==> src/rtl/usb_cfg_pkg.sv <==
// rtl/usb_cfg_pkg.sv - shared types and constants for the USB bitstream word assembler
//
// Purpose: holds the assembler state enum, the default sync/desync words,
// the word geometry and a byte-lane packing helper.
// Ports: none (package).
// Optional feature macro used by the assembler: USB_ASSEMBLER_TIMEOUT_EN.

package usb_cfg_pkg;

  typedef enum logic {
    ST_HUNT   = 1'b0,
    ST_SYNCED = 1'b1
  } asm_state_e;

  localparam logic [31:0] SYNC_WORD_DEFAULT   = 32'hFAB0_FAB1;
  localparam logic [31:0] DESYNC_WORD_DEFAULT = 32'h0000_0008;

  localparam int BYTES_PER_WORD = 4;
  localparam int BYTE_IDX_W     = $clog2(BYTES_PER_WORD);

  // Writes byte b into lane (3 - idx) of word, so byte 0 of a word lands
  // in bits [31:24] (MSB first).
  function automatic logic [31:0] put_byte_msb_first(
    input logic [31:0]           word,
    input logic [BYTE_IDX_W-1:0] idx,
    input logic [7:0]            b
  );
    logic [31:0] w;
    w = word;
    case (idx)
      2'd0:    w[31:24] = b;
      2'd1:    w[23:16] = b;
      2'd2:    w[15:8]  = b;
      default: w[7:0]   = b;
    endcase
    return w;
  endfunction

endpackage

==> src/rtl/usb_cfg_idle_timer.sv <==
// rtl/usb_cfg_idle_timer.sv - idle-cycle watchdog for a partially assembled word
//
// Purpose: counts cycles while run is high and no clear arrives; flags
// expiry on the TIMEOUT_CYCLES-th consecutive idle cycle.
// Ports:
//   clk_i      - clock, rising edge
//   reset_n_i  - asynchronous active-low reset
//   run        - counting enabled (partial word outstanding)
//   clear      - restart count (byte accepted); wins over expiry
//   expired    - combinational; the current edge is the TIMEOUT_CYCLES-th idle edge
// Only instantiated when USB_ASSEMBLER_TIMEOUT_EN is defined.

module usb_cfg_idle_timer #(
  parameter int TIMEOUT_CYCLES = 1024
) (
  input  logic clk_i,
  input  logic reset_n_i,
  input  logic run,
  input  logic clear,
  output logic expired
);

  localparam int CNT_W = $clog2(TIMEOUT_CYCLES) + 1;
  localparam logic [CNT_W-1:0] LAST_CNT = CNT_W'(TIMEOUT_CYCLES - 1);

  logic [CNT_W-1:0] cnt_q;

  // cnt_q holds the number of idle edges already seen; the edge on which it
  // equals LAST_CNT is the expiry edge.
  assign expired = run && !clear && (cnt_q == LAST_CNT);

  always_ff @(posedge clk_i or negedge reset_n_i) begin
    if (!reset_n_i) begin
      cnt_q <= '0;
    end else if (clear || !run || expired) begin
      cnt_q <= '0;
    end else begin
      cnt_q <= cnt_q + CNT_W'(1);
    end
  end

endmodule

==> src/rtl/usb_bitstream_word_assembler.sv <==
// rtl/usb_bitstream_word_assembler.sv - hunts for sync and packs USB bytes into 32-bit config words
//
// Purpose: receives the FPGA bitstream byte by byte from the USB CDC endpoint,
// locates the byte-aligned sync word, then packs each following group of four
// bytes (MSB first) into a configuration word issued on a one-cycle strobe.
// Ports:
//   clk_i               - clock, rising edge
//   reset_n_i           - asynchronous active-low reset
//   in_data_i[7:0]      - byte from USB core
//   in_valid_i          - in_data_i valid
//   in_ready_o          - byte can be accepted (0 in reset, 1 afterwards)
//   write_data_o[31:0]  - last assembled word
//   word_write_strobe_o - one-cycle pulse, write_data_o valid
//   synced_o            - high while synced
//   timeout_o           - one-cycle pulse when a partial word is dropped
//   word_count_o[15:0]  - words strobed since reset, wrapping
// Optional feature: define USB_ASSEMBLER_TIMEOUT_EN to drop partial words
// after TIMEOUT_CYCLES idle cycles; otherwise timeout_o is tied 0.

module usb_bitstream_word_assembler
  import usb_cfg_pkg::*;
#(
  parameter logic [31:0] SYNC_WORD      = SYNC_WORD_DEFAULT,
  parameter logic [31:0] DESYNC_WORD    = DESYNC_WORD_DEFAULT,
  parameter int          TIMEOUT_CYCLES = 1024
) (
  input  logic        clk_i,
  input  logic        reset_n_i,
  input  logic [7:0]  in_data_i,
  input  logic        in_valid_i,
  output logic        in_ready_o,
  output logic [31:0] write_data_o,
  output logic        word_write_strobe_o,
  output logic        synced_o,
  output logic        timeout_o,
  output logic [15:0] word_count_o
);

  asm_state_e            state_q, state_d;
  logic                  ready_q;
  logic [31:0]           shift_q, shift_d;
  logic [31:0]           pack_q, pack_d;
  logic [BYTE_IDX_W-1:0] idx_q, idx_d;
  logic [31:0]           data_q, data_d;
  logic                  strobe_q, strobe_d;
  logic                  timeout_q, timeout_d;
  logic [15:0]           count_q, count_d;

  logic                  accept;
  logic [31:0]           shift_in;
  logic [31:0]           pack_next;
  logic                  expired;

  assign accept    = in_valid_i && ready_q;
  assign shift_in  = {shift_q[23:0], in_data_i};
  assign pack_next = put_byte_msb_first(pack_q, idx_q, in_data_i);

`ifdef USB_ASSEMBLER_TIMEOUT_EN
  usb_cfg_idle_timer #(
    .TIMEOUT_CYCLES(TIMEOUT_CYCLES)
  ) u_idle_timer (
    .clk_i    (clk_i),
    .reset_n_i(reset_n_i),
    .run      ((state_q == ST_SYNCED) && (idx_q != '0)),
    .clear    (accept),
    .expired  (expired)
  );
`else
  // No watchdog: a partial word waits indefinitely. The expression is
  // constant 0 for any legal TIMEOUT_CYCLES.
  assign expired = (TIMEOUT_CYCLES < 0);
`endif

  always_comb begin
    state_d   = state_q;
    shift_d   = shift_q;
    pack_d    = pack_q;
    idx_d     = idx_q;
    data_d    = data_q;
    count_d   = count_q;
    strobe_d  = 1'b0;
    timeout_d = 1'b0;

    case (state_q)
      ST_HUNT: begin
        if (accept) begin
          shift_d = shift_in;
          if (shift_in == SYNC_WORD) begin
            state_d = ST_SYNCED;
            idx_d   = '0;
          end
        end
      end

      ST_SYNCED: begin
        if (accept) begin
          pack_d = pack_next;
          idx_d  = idx_q + BYTE_IDX_W'(1);
          if (idx_q == BYTE_IDX_W'(BYTES_PER_WORD - 1)) begin
            if (pack_next == DESYNC_WORD) begin
              state_d = ST_HUNT;
              shift_d = '0;
            end else if (pack_next != SYNC_WORD) begin
              // A repeated sync word is swallowed; anything else is data.
              data_d   = pack_next;
              strobe_d = 1'b1;
              count_d  = count_q + 16'd1;
            end
          end
        end else if (expired) begin
          state_d   = ST_HUNT;
          idx_d     = '0;
          shift_d   = '0;
          timeout_d = 1'b1;
        end
      end

      default: begin
        state_d = ST_HUNT;
      end
    endcase
  end

  always_ff @(posedge clk_i or negedge reset_n_i) begin
    if (!reset_n_i) begin
      state_q   <= ST_HUNT;
      ready_q   <= 1'b0;
      shift_q   <= '0;
      pack_q    <= '0;
      idx_q     <= '0;
      data_q    <= '0;
      strobe_q  <= 1'b0;
      timeout_q <= 1'b0;
      count_q   <= '0;
    end else begin
      state_q   <= state_d;
      ready_q   <= 1'b1;
      shift_q   <= shift_d;
      pack_q    <= pack_d;
      idx_q     <= idx_d;
      data_q    <= data_d;
      strobe_q  <= strobe_d;
      timeout_q <= timeout_d;
      count_q   <= count_d;
    end
  end

  assign in_ready_o          = ready_q;
  assign write_data_o        = data_q;
  assign word_write_strobe_o = strobe_q;
  assign synced_o            = (state_q == ST_SYNCED);
  assign timeout_o           = timeout_q;
  assign word_count_o        = count_q;

endmodule

==> config.mk <==
export PLATFORM = sky130hd
export DESIGN_NAME = usb_bitstream_word_assembler
export DESIGN_NICKNAME = d
export VERILOG_FILES = /design/src/rtl/usb_cfg_pkg.sv /design/src/rtl/usb_cfg_idle_timer.sv /design/src/rtl/usb_bitstream_word_assembler.sv
export SDC_FILE = /design/constraint.sdc
export NUM_CORES = 1
export LEC_CHECK = 0
export CAP_MARGIN = 40
export CORE_MARGIN = 4
export CORE_UTILIZATION = 56
export DETAILED_ROUTE_END_ITERATION = 7
export PLACE_DENSITY = 0.8
export SYNTH_ARGS = -nofsm -noshare
export SYNTH_HDL_FRONTEND = slang
export SYNTH_SLANG_ARGS = --single-unit
==> constraint.sdc <==
create_clock -name clk_i -period 4.8 [get_ports clk_i]
set_input_delay 0.96 -clock clk_i [delete_from_list [all_inputs] [get_ports clk_i]]
set_output_delay 0.96 -clock clk_i [all_outputs]
set_load 0.01 [all_outputs]
* Word level (Yosys, flattened, before mapping)
Cells that the tools add are included.
** Cells by class
- Add/sub/neg operators :: 2
- Equal/unequal tests :: 11
- Mux-type cells :: 24
- Bitwise gates (word level) :: 2
- Reductions and logical operators :: 7
** Operator list (number)
- $mux 24 :: 4
- $pmux 24 s2 :: 1
- $eq 32x32->1 const B :: 1
- $eq 32x4->1 const B :: 1
- $mux 8 :: 4
- $ne 32x32->1 const B :: 1
- $add 16x1->16 const B :: 1
- $mux 1 :: 10
- $mux 2 :: 3
- $ne 2x1->1 const B :: 3
- $reduce_and 5->1 :: 1
- $eq 2x2->1 const B :: 2
- $ne 2x2->1 const B :: 2
- $pmux 2 s2 :: 1
- $reduce_and 4->1 :: 1
- $reduce_and 3->1 :: 1
- $reduce_or 3->1 :: 1
- $add 2x1->2 const B :: 1
- $eq 2x1->1 const B :: 1
- $logic_not 2->1 :: 1
- $not 1->1 :: 2
- $pmux 1 s2 :: 1
- $reduce_and 2->1 :: 1
- $logic_and 1x1->1 :: 1
** Storage, ports and cells
- Register bits after elaboration :: 109
- Input bits :: 11
- Output and inout port bits :: 52
- Logic and storage cells :: 54

* Depth between registers and ports, before layout
- Depth after elaboration :: 9
- Depth in mapped cells :: 11
- Mapped depth without buffers :: 8

* Worst setup path after synthesis
No wires, ideal clock.
- Path type :: input to register
- From :: in in_data_i[0]
- To :: reg shift_q[0]
- Setup time :: 0.121 ns
- Arrival time :: 2.514 ns
- Required time :: 4.679 ns
- Path slack :: 2.165 ns
- Stages :: 7
- Path buffers :: 1
- Cell sequence :: mux2_1 o32a_1 nor4_4 nand4_1 a21o_1 buf_2 a22o_1
** On the way
- Longest elaborated chain between the ends :: 4
** RTL lines
- start, declared :: RTL line usb_bitstream_word_assembler.sv:29 : input logic [7:0] in_data_i,
- $mux 8 :: RTL line usb_cfg_pkg.sv:30 : case (idx)
- $eq 32x4->1 :: RTL line usb_bitstream_word_assembler.sv:100 : if (pack_next == DESYNC_WORD) begin
- $ne 2x1->1 (no source line)
- $reduce_and 4->1 (no source line)
- end signal, assigned :: RTL line usb_bitstream_word_assembler.sv:138 : shift_q <= shift_d;
- end, declared :: RTL line usb_bitstream_word_assembler.sv:41 : logic [31:0] shift_q, shift_d;
Several ways; a longest one is shown, not always the timed one. The select of a mux whose other input is x is not followed.
A chain may end at the register's enable or synchronous reset.

* Final worst setup path
- From :: in in_data_i[5]
- To :: reg data_q[24] (netlist: write_data_o[24])
** On the way
- Longest elaborated chain between the ends :: 4
** RTL lines
- $mux 8 :: RTL line usb_cfg_pkg.sv:30
- $eq 32x4->1 :: RTL line usb_bitstream_word_assembler.sv:100
- $not 1->1 (no source line)
- $reduce_and 5->1 (no source line) *
- end signal, assigned :: RTL line usb_bitstream_word_assembler.sv:141 : data_q <= data_d;
- end, declared :: RTL line usb_bitstream_word_assembler.sv:44 : logic [31:0] data_q, data_d;
Mark *: on every way between the ends. The rest lies on a longest branch, timed or not.

==> PnR_summary.wiki <==
{| class="wikitable"
! Metric !! Value
|-
| Class of the worst hold path || in2async
|-
| Max-cap violation count || 0
|-
| Starting density of the core || between 50% and 60%
|-
| DR iter-0 viols || between 200 and 250
|-
| Top routing layer used || met4
|-
| Weighted congestion at the end of routability-driven global placement || between 0.9 and 1
|-
| Root Driver || clkbuf_8
|-
| Clock skew || 0.01143 ns
|-
| Max Fanout on Critical Path || 19
|-
| Antenna cells || 0
|-
| Half-perimeter wire length after placement || about 8000 µm
|-
| Vias after detailed routing || ~3700
|-
| Via count of the first global-routing pass || approximately 3800
|-
| Maximum number of buffers from clock root to sink || 2
|-
| Number of buffers inserted by port buffering || between 60 and 70
|-
| Slew Limit Headroom || about half
|-
| Synth Register Bits || around 110
|-
| Reg-to-reg endpoint || write_data_o[24]$_DFFE_PN0P_
|-
| Global-route total usage across every layer || 21.89%
|-
| Met3 wire length || 676 µm
|-
| Max-slew violation total from the final report || 0
|-
| Number of cells upsized or downsized after cts || 0
|-
| Post-layout minimum cycle time || 3.856 ns
|-
| Die ar. || between 10000 and 15000 µm²
|-
| Most area-hungry cell type in the Yosys netlist || dfrtp_1
|-
| Hold violation count in the final report || 0
|-
| Average wire per cell in the routed design || between 15 and 20 µm
|-
| Register-to-register path setup slack || between 1 and 1.5 ns
|-
| Crit share post-route || 80.33%
|-
| Die Height || 103.7 µm
|-
| Number of nets with antenna violations after routing || 0
|-
| Summed instance area of the synthesized netlist || a little over 5000 µm²
|-
| Fraction of post-synthesis cell area in the top cell type by area || between 50% and 60%
|-
| Post-layout nets || between 500 and 600
|-
| Share of post-route cells with drive strength above 1 || between 10% and 20%
|-
| Per-instance average area after synthesis || ~12 µm²
|-
| DR WL met2 || ~5300 µm
|-
| Timing-limited maximum frequency || around 0.26 GHz
|-
| Sequential standard cell area || roughly 2700 µm²
|-
| Required time of the worst setup path || 5.08 ns
|-
| Cells on worst reg2reg path || 9
|-
| Placed cell count || between 500 and 600
|-
| Synthesized instance count || between 400 and 500
|-
| Number of antenna violations at the first check in global routing || 0
|-
| Main area contributors after synthesis || dfrtp_1, mux2_2, a22o_1
|-
| Clock-pin slew on the worst setup and hold paths || 0.10 ns
|-
| Run status || complete, no violations
|-
| Number of design rule violations left after detail routing || 0
|-
| # IOs || 63
|-
| Count of flip-flops with a built-in enable after synthesis || 0
|-
| Sequential share of the synthesized area || between 50 and 60%
|-
| Vias per Instance || approximately 6.1
|-
| Final non-filler cell total || 608
|-
| Final critical-path setup slack || roughly 0.94 ns
|-
| Floorplan Core Area || 8806 µm²
|-
| Total iterations of the first detailed-routing run || 5
|-
| Hold Buf Count CTS || 0
|-
| First-pass GRT wire length || ~19000 µm
|-
| Data arrival time of the critical path || ~4.1 ns
|-
| CP Capture Type || flip-flop
|-
| Post-synthesis net count || between 400 and 500
|-
| Routed length on met1 || approximately 5000 µm
|-
| Setup Total Neg Slack || 0 ns
|-
| Final count of negative-setup-slack endpoints || 0
|-
| Max IR drop VDD || about 270 µV
|-
| Worst Max-Slew Pin Slew || between 0.7 and 0.8 ns
|-
| RSZ-0062 raised after global routing || false
|-
| Setup crit start kind || primary input
|-
| Setup slack at placement || between 0.5 and 0.6 ns
|-
| Commonest cells in the netlist || dfrtp_1, mux2_2, nand2_1
|-
| Total power density per cell area || ~500 nW/µm²
|-
| Sinks on the clock net || 109
|-
| Total length of routed wires || about 11000 µm
|-
| Post-CTS Setup Inserts || 0
|-
| Clk Latency, worst-skew pair || around 0.39 ns
|-
| Yosys synthesis warning count || 0
|-
| P&R area growth vs syn || 16.89%
|-
| Leakage power total || 2.595 nW
|-
| Global route overflow || 0
|-
| Clock tree from TritonCTS || done
|-
| Pin count of the biggest net entering global routing || 55
|-
| Number of buffers created by CTS || 9
|-
| Category of the most critical setup path || in2reg
|-
| Multi-input gate area || approximately 2200 µm²
|-
| FFs w/ async S/R, synth || between 90% and 100%
|-
| Count of different cell masters after synthesis || 51
|-
| R2r startpoint || idx_q[0]$_DFFE_PN0P_
|-
| Most used flip-flop cell after synthesis || dfrtp_1
|-
| CTS H-Tree Depth || 3
|-
| Die X-Extent || 103.7 µm
|-
| Dominant cell by count in the synthesized netlist || dfrtp_1
|-
| Core Rows || 34
|-
| Utilization of the core after routing || roughly two thirds
|-
| Hold slack || around 0.50 ns
|-
| Count of filler cells inserted in the layout || 669
|}
==> stage by stage <==
stage,total power [W],cell area (µm²)
after floorplan,0.002018,5125
after global placement,0.002464,5773
after detailed placement,0.002508,5816
after CTS,0.003014,5991
after global routing,0.003175,5991
final,0.002999,5991
==> metal layers <==
layer,vias up,track usage (%)
li1,1710,-
met2,143,34.44
met4,0,10.45
met3,27,3.794
met5,-,0
met1,1858,29.66
==> cells in the final DEF (no fill, tap or decap), drive strengths merged, types with 4 or more instances in the layout <==
cell             n
o21ai           10
nand2           52
clkdlybuf4s50   60
clkbuf           9
nor4            11
nand4            7
nor2             7
nand3           19
o22a             7
o22ai            4
nor3b            5
ha               5
a21oi            4
inv             14
nor3             5
a2111oi          6
xor2            11
a22o            24
nand2b           4
mux2            58
buf             11
dfrtp          109
clkinv           4
mux2i            9
a211oi           7
==> logic make-up (layout without fill, tap and decap cells) <==
| family | count (synthesis) | after routing | share of synthesized area (%) |
|---|---|---|---|
| AO/OA/AOI/OAI | 77 | 77 | 11.67 |
| XOR/XNOR | 13 | 13 | 2.222 |
| adder cells (fa/ha/maj) | 5 | 5 | 1.221 |
| buffers and inverters | 44 | 100 | 4.126 |
| flip-flops | 109 | 109 | 53.22 |
| multiplexers | 67 | 67 | 14.50 |
| other | 2 | 2 | 0.1465 |
| AND/OR/NAND/NOR | 127 | 127 | 12.89 |
==> where the power goes <==
group / switching, W / internal, W / total, W
Combinational: 0.000471 / 0.000607 / 0.00108
Sequential: 0.000207 / 0.00120 / 0.00141
Clock: 0.000320 / 0.000190 / 0.000511
Total: 0.000999 / 0.00200 / 0.00300
==> sequential cells by signal, summed over array words and instances (netlist names) <==
signal	cells
in_ready_o	1
word_count_o	16
idx_q	2
pack_q	32
shift_q	24
write_data_o	32
synced_o	1
word_write_strobe_o	1
==> worst max-delay path, stage by stage <==
cell and delay, ns:
clkdlybuf4s50_1 0.87, mux2i_1 0.33, nor4_1 0.36, nand4_1 0.16, o2bb2ai_2 0.59, a21oi_4 0.32, buf_8 0.25, mux2_2 0.27
==> area by class of cell <==
cell class	count	share of cell area, %
Sequential cell	109	45.53
Multi-Input combinational cell	291	36.61
Timing Repair Buffer	71	11.86
Tap cell	108	2.256
Clock buffer	9	2.068
Clock inverter	7	0.8563
Inverter	13	0.8145
==> worst max path at each step <==
stage	startpoint	endpoint	slack, ns
after floorplan	in_data_i[0]	shift_q[0]$_DFFE_PN0P_	2.17
after global placement	in_data_i[5]	write_data_o[3]$_DFFE_PN0P_	0.71
after detailed placement	in_data_i[5]	write_data_o[30]$_DFFE_PN0P_	0.57
after CTS	in_data_i[5]	write_data_o[20]$_DFFE_PN0P_	0.98
after global routing	in_data_i[5]	write_data_o[26]$_DFFE_PN0P_	0.73
final	in_data_i[5]	write_data_o[24]$_DFFE_PN0P_	0.94
(Power assumes the default switching activity.)
